<file path="config.mk">
export PLATFORM = sky130hd
export DESIGN_NAME = capp_cmd_parser
export DESIGN_NICKNAME = d
export VERILOG_FILES = /design/src/rtl/capp_cmd_parser.sv
export SDC_FILE = /design/constraint.sdc
export NUM_CORES = 1
export LEC_CHECK = 0
export ABC_AREA = 1
export CORE_ASPECT_RATIO = 1.5
export CORE_MARGIN = 2
export CORE_UTILIZATION = 45
export CTS_BUF_LIST = sky130_fd_sc_hd__clkbuf_16
export DETAILED_ROUTE_END_ITERATION = 10
export GPL_TIMING_DRIVEN = 0
export PLACE_DENSITY_LB_ADDON = 0.12
export SLEW_MARGIN = 10
export SYNTH_ARGS = -nofsm -noshare
export SYNTH_HDL_FRONTEND = slang
export SYNTH_SLANG_ARGS = --single-unit
export TNS_END_PERCENT = 1
</file>
<file path="constraint.sdc">
create_clock -name clk_48mhz -period 6 [get_ports clk_48mhz]
set_clock_uncertainty 0.1 [all_clocks]
set_input_delay 1.2 -clock clk_48mhz [delete_from_list [all_inputs] [get_ports clk_48mhz]]
set_output_delay 1.2 -clock clk_48mhz [all_outputs]
set_load 0.01 [all_outputs]
</file>
<file path="src/rtl/capp_cmd_parser.sv">
// capp_cmd_parser: frames the usb_uart byte stream into opcode/word command tokens for the CAPP FSM.
// Payload stall timeout is built only when CAPP_CMD_TIMEOUT_EN is defined.
module capp_cmd_parser #(
  parameter int unsigned NUM_BYTES      = 4,
  parameter int unsigned TIMEOUT_CYCLES = 48000,
  parameter int unsigned CNT_W          = 16
) (
  input  logic                   clk_48mhz,
  input  logic                   reset_n,
  input  logic [7:0]             uart_out_data,
  input  logic                   uart_out_valid,
  output logic                   uart_out_ready,
  output logic [3:0]             cmd_op,
  output logic [8*NUM_BYTES-1:0] cmd_word,
  output logic                   cmd_valid,
  input  logic                   cmd_ready,
  output logic                   err_unknown,
  output logic                   err_timeout
);

  localparam int unsigned WordW = 8 * NUM_BYTES;
  localparam int unsigned IdxW  = (NUM_BYTES > 1) ? $clog2(NUM_BYTES) : 1;
  localparam logic [IdxW-1:0] LastIdx = IdxW'(NUM_BYTES - 1);

  typedef enum logic [1:0] {StOp, StPayload, StEmit} state_e;

  state_e            state_q, state_d;
  logic              ready_q, ready_d;
  logic              valid_q, valid_d;
  logic [3:0]        op_q, op_d;
  logic [WordW-1:0]  word_q, word_d;
  logic [IdxW-1:0]   idx_q, idx_d;
  logic              err_unk_q, err_unk_d;
  logic              timeout_hit;

  logic accept, op_known, op_payload;
  assign accept     = uart_out_valid & ready_q;
  assign op_known   = (uart_out_data >= 8'h61) && (uart_out_data <= 8'h6b);
  assign op_payload = (uart_out_data == 8'h61) || (uart_out_data == 8'h63);

`ifdef CAPP_CMD_TIMEOUT_EN
  logic [CNT_W-1:0] cnt_q, cnt_d;
  logic             err_to_q, err_to_d;

  assign timeout_hit = (cnt_q == CNT_W'(TIMEOUT_CYCLES - 1));

  // Counts idle cycles only while a payload is in flight.
  always_comb begin
    cnt_d    = '0;
    err_to_d = 1'b0;
    if (state_q == StPayload && !accept) begin
      if (timeout_hit) begin
        err_to_d = 1'b1;
      end else begin
        cnt_d = cnt_q + 1'b1;
      end
    end
  end

  always_ff @(posedge clk_48mhz) begin
    if (!reset_n) begin
      cnt_q    <= '0;
      err_to_q <= 1'b0;
    end else begin
      cnt_q    <= cnt_d;
      err_to_q <= err_to_d;
    end
  end

  assign err_timeout = err_to_q;
`else
  logic unused_cfg;
  assign unused_cfg  = (CNT_W == 0) ^ (TIMEOUT_CYCLES == 0);
  assign timeout_hit = 1'b0;
  assign err_timeout = 1'b0;
`endif

  always_comb begin
    state_d   = state_q;
    ready_d   = ready_q;
    valid_d   = valid_q;
    op_d      = op_q;
    word_d    = word_q;
    idx_d     = idx_q;
    err_unk_d = 1'b0;
    unique case (state_q)
      StOp: begin
        ready_d = 1'b1;
        if (accept) begin
          if (!op_known) begin
            err_unk_d = 1'b1;
          end else begin
            // 'a'..'k' have low nibbles 1..B
            op_d   = uart_out_data[3:0] - 4'd1;
            word_d = '0;
            idx_d  = '0;
            if (op_payload) begin
              state_d = StPayload;
            end else begin
              state_d = StEmit;
              ready_d = 1'b0;
              valid_d = 1'b1;
            end
          end
        end
      end
      StPayload: begin
        ready_d = 1'b1;
        if (accept) begin
          word_d[8*idx_q +: 8] = uart_out_data;
          idx_d = idx_q + 1'b1;
          if (idx_q == LastIdx) begin
            idx_d   = '0;
            state_d = StEmit;
            ready_d = 1'b0;
            valid_d = 1'b1;
          end
        end else if (timeout_hit) begin
          word_d  = '0;
          idx_d   = '0;
          state_d = StOp;
        end
      end
      StEmit: begin
        ready_d = 1'b0;
        valid_d = 1'b1;
        if (cmd_ready) begin
          valid_d = 1'b0;
          ready_d = 1'b1;
          state_d = StOp;
        end
      end
      default: state_d = StOp;
    endcase
  end

  always_ff @(posedge clk_48mhz) begin
    if (!reset_n) begin
      state_q   <= StOp;
      ready_q   <= 1'b0;
      valid_q   <= 1'b0;
      op_q      <= '0;
      word_q    <= '0;
      idx_q     <= '0;
      err_unk_q <= 1'b0;
    end else begin
      state_q   <= state_d;
      ready_q   <= ready_d;
      valid_q   <= valid_d;
      op_q      <= op_d;
      word_q    <= word_d;
      idx_q     <= idx_d;
      err_unk_q <= err_unk_d;
    end
  end

  assign uart_out_ready = ready_q;
  assign cmd_valid      = valid_q;
  assign cmd_op         = op_q;
  assign cmd_word       = word_q;
  assign err_unknown    = err_unk_q;

endmodule

</file>
==> impl_metrics.json <==
{
  "end_kind": "flop",
  "io_buffers": 48,
  "ioPinCount": 52,
  "dp_hpwl_mm": 4.12,
  "cp.required_ns": 6.08,
  "clockPowerShare_pct": 47.5,
  "setup_viol": 0,
  "dpl.cell_count": 461,
  "ir_drop_uv": 218,
  "sequentialPowerShare_pct": 40.0,
  "critPathMaxFanout": 10,
  "final_nets": 423,
  "final_common_cell": "nand2_1",
  "hold_buffers": 0,
  "min_period_ns": 3.17,
  "root_buffer": "clkbuf_16",
  "avgViaCountPerCell": 4.77,
  "cts-resized-gates": 0,
  "cts_buffer_depth": 2,
  "grt_pass1_vias": 2127,
  "rsz0062_at_grt": "false",
  "grt_pass1_wl_mm": 9.52,
  "max_cap_viol_count": 0,
  "power_mw": 0.743,
  "route.detailed.drc": 0,
  "slew_violations": 0,
  "wl_mm": 5.57,
  "layout_setup_ws_ns": 2.83,
  "rows": 32,
  "p_switching_mw": 0.173,
  "overflow": 0,
  "netSwitchingFraction_pct": 23.3,
  "path_class": "input pin to flop",
  "power_leakage_nw": 1.30,
  "synth_cell_type_count": 29,
  "power_density_nw_per_um2": 236,
  "power_frac_comb_pct": 12.5,
  "antenna_found_initial": 0,
  "die_y_um": 93.2,
  "die_w_um": 63.5,
  "hold_ws_ns": 0.360,
  "cp_data_arrival_time_ns": 3.25,
  "layout_common_cells": "nand2_1, inv_1, nor2_1",
  "start_kind": "input pin",
  "fin_cells": 469,
  "drt-initial-drc-count": 87,
  "hold_viol": 0,
  "initial_core_util_pct": 46.6,
  "cts_buffers": 5,
  "grt_use_total_pct": 20.3,
  "period_share_pct": 52.9,
  "grt_max_degree": 15,
  "antenna_cells": 0,
  "cts_setup_buffers": 0,
  "syn_to_final_growth_pct": 31.8,
  "drt_first_pass_iters": 4,
  "clk_pin_slew_ns": 0.06,
  "yosys_warnings": 0,
  "place_ws_ns": 2.55,
  "max_freq_mhz": 315,
  "post-route-util_pct": 61.4,
  "die_area_um2": 5920,
  "gp_congestion": 0.899,
  "fin_setup_tns_ns": 0,
  "p_int_mw": 0.570,
  "synth_seq_cells": 43,
  "coreArea_um2": 5120,
  "postSynthAreaPerCell_um2": 6.92,
  "dpl-instance-area_um2": 2950,
  "wl_per_cell_um": 11.9,
  "status": "complete, no violations",
  "drive_above_1_share_pct": 8.23,
  "fin_area_um2": 3150,
  "clk_latency_ns": 0.29,
  "synth_cells": 345,
  "tritoncts": "yes",
  "holdCritPathClass": "flop to flop",
  "syn-num-nets": 368,
  "ys_seq_area_share_pct": 36.1,
  "syn_area_um2": 2390,
  "drtAntennaViolNets": 0,
  "dr_total_vias": 2239,
  "h-tree-depth": 2,
  "clock-sinks": 43
}
-- cell usage after synthesis --
cell | count | share of area [%]
buf_2 | 1 | 0.21
nor2_1 | 56 | 8.8
clkinv_1 | 1 | 0.16
buf_6 | 4 | 1.9
nor2_2 | 2 | 0.52
nand4_2 | 1 | 0.52
nand3_2 | 1 | 0.42
dfxtp_1 | 43 | 36
nand2_1 | 81 | 13
a21oi_1 | 25 | 5.2
or2_2 | 2 | 0.52
nor2_4 | 3 | 1.4
ha_1 | 11 | 5.8
o21bai_1 | 11 | 3.5
nand3_1 | 9 | 1.9
nand4_1 | 4 | 1.0
clkbuf_1 | 3 | 0.47
nand4_4 | 2 | 1.8
inv_1 | 59 | 9.3
xor2_1 | 1 | 0.37
nor3_4 | 1 | 0.68
xnor2_1 | 1 | 0.37
conb_1 | 1 | 0.16
nand3_4 | 1 | 0.73
nor3_1 | 5 | 1.0
o21ai_0 | 9 | 1.9
buf_4 | 3 | 0.94
nand2_8 | 1 | 0.84
nand2_2 | 3 | 0.79
-- power by group through the flow --
stage | logic, mW | clock network [mW] | registers (mW)
detailed placement | 0.0924 | 0 | 0.304
global route | 0.102 | 0.373 | 0.298
CTS | 0.0929 | 0.358 | 0.298
floorplan | 0.0545 | 0 | 0.307
finish | 0.0925 | 0.353 | 0.297
global placement | 0.0916 | 0 | 0.304
-- worst max-delay path, cell delays in order --
cell and delay (ns):
clkdlybuf4s50_1 0.67, inv_1 0.11, ha_1 0.24, inv_1 0.06, nor2_1 0.03, nand2_1 0.09
nand3_4 0.14, nand2_8 0.14, nand4_4 0.14, buf_6 0.19, o21bai_1 0.18, nor2_1 0.05
-- cell families after synthesis --
group | Yosys count | synth area share (%)
buffers and inverters | 71 | 12.9
DFF | 43 | 36.1
and+or+nand+nor | 172 | 33.8
AOI/OAI and AO/OA | 45 | 10.6
adders and majority gates | 11 | 5.77
xor gates and xnor gates | 2 | 0.734
other | 1 | 0.157
-- cell type report --
| cell class | instances | area [um2] |
|---|---|---|
| Clock inverter | 3 | 67.6 |
| Inverter | 60 | 225 |
| Sequential cell | 43 | 861 |
| Fill cell | 535 | 1980 |
| Clock buffer | 5 | 125 |
| Multi-Input combinational cell | 231 | 1220 |
| Tap cell | 68 | 85.1 |
| Buffer | 11 | 83.8 |
| Timing Repair Buffer | 48 | 480 |
-- flip-flops by register name, indices dropped and copies added (netlist names) --
signal	flops
state_q	2
cmd_word	32
err_unknown	1
cmd_op	4
cmd_valid	1
uart_out_ready	1
idx_q	2
-- path summary, 6_finish.rpt --
path                     from      endpoint  slack [ns]  depth (start not counted)
max          uart_out_data[0]  cmd_word[12]        2.83                         12
min              cmd_word[27]  cmd_word[27]        0.36                          2
max reg2reg          idx_q[0]  cmd_word[16]        3.80                          9
min reg2reg      cmd_word[27]  cmd_word[27]        0.36                          2
-- metal layers --
metal  vias to the layer above  share of wire [%]  GRT usage (%)
met3                        13                3.8           3.49
met4                         0                2.6           8.33
li1                       1157                  -              -
met1                      1024                 42           23.9
met2                        45                 52           36.1
met5                         -                  0              0
Power figures use the tool's default switching activity.
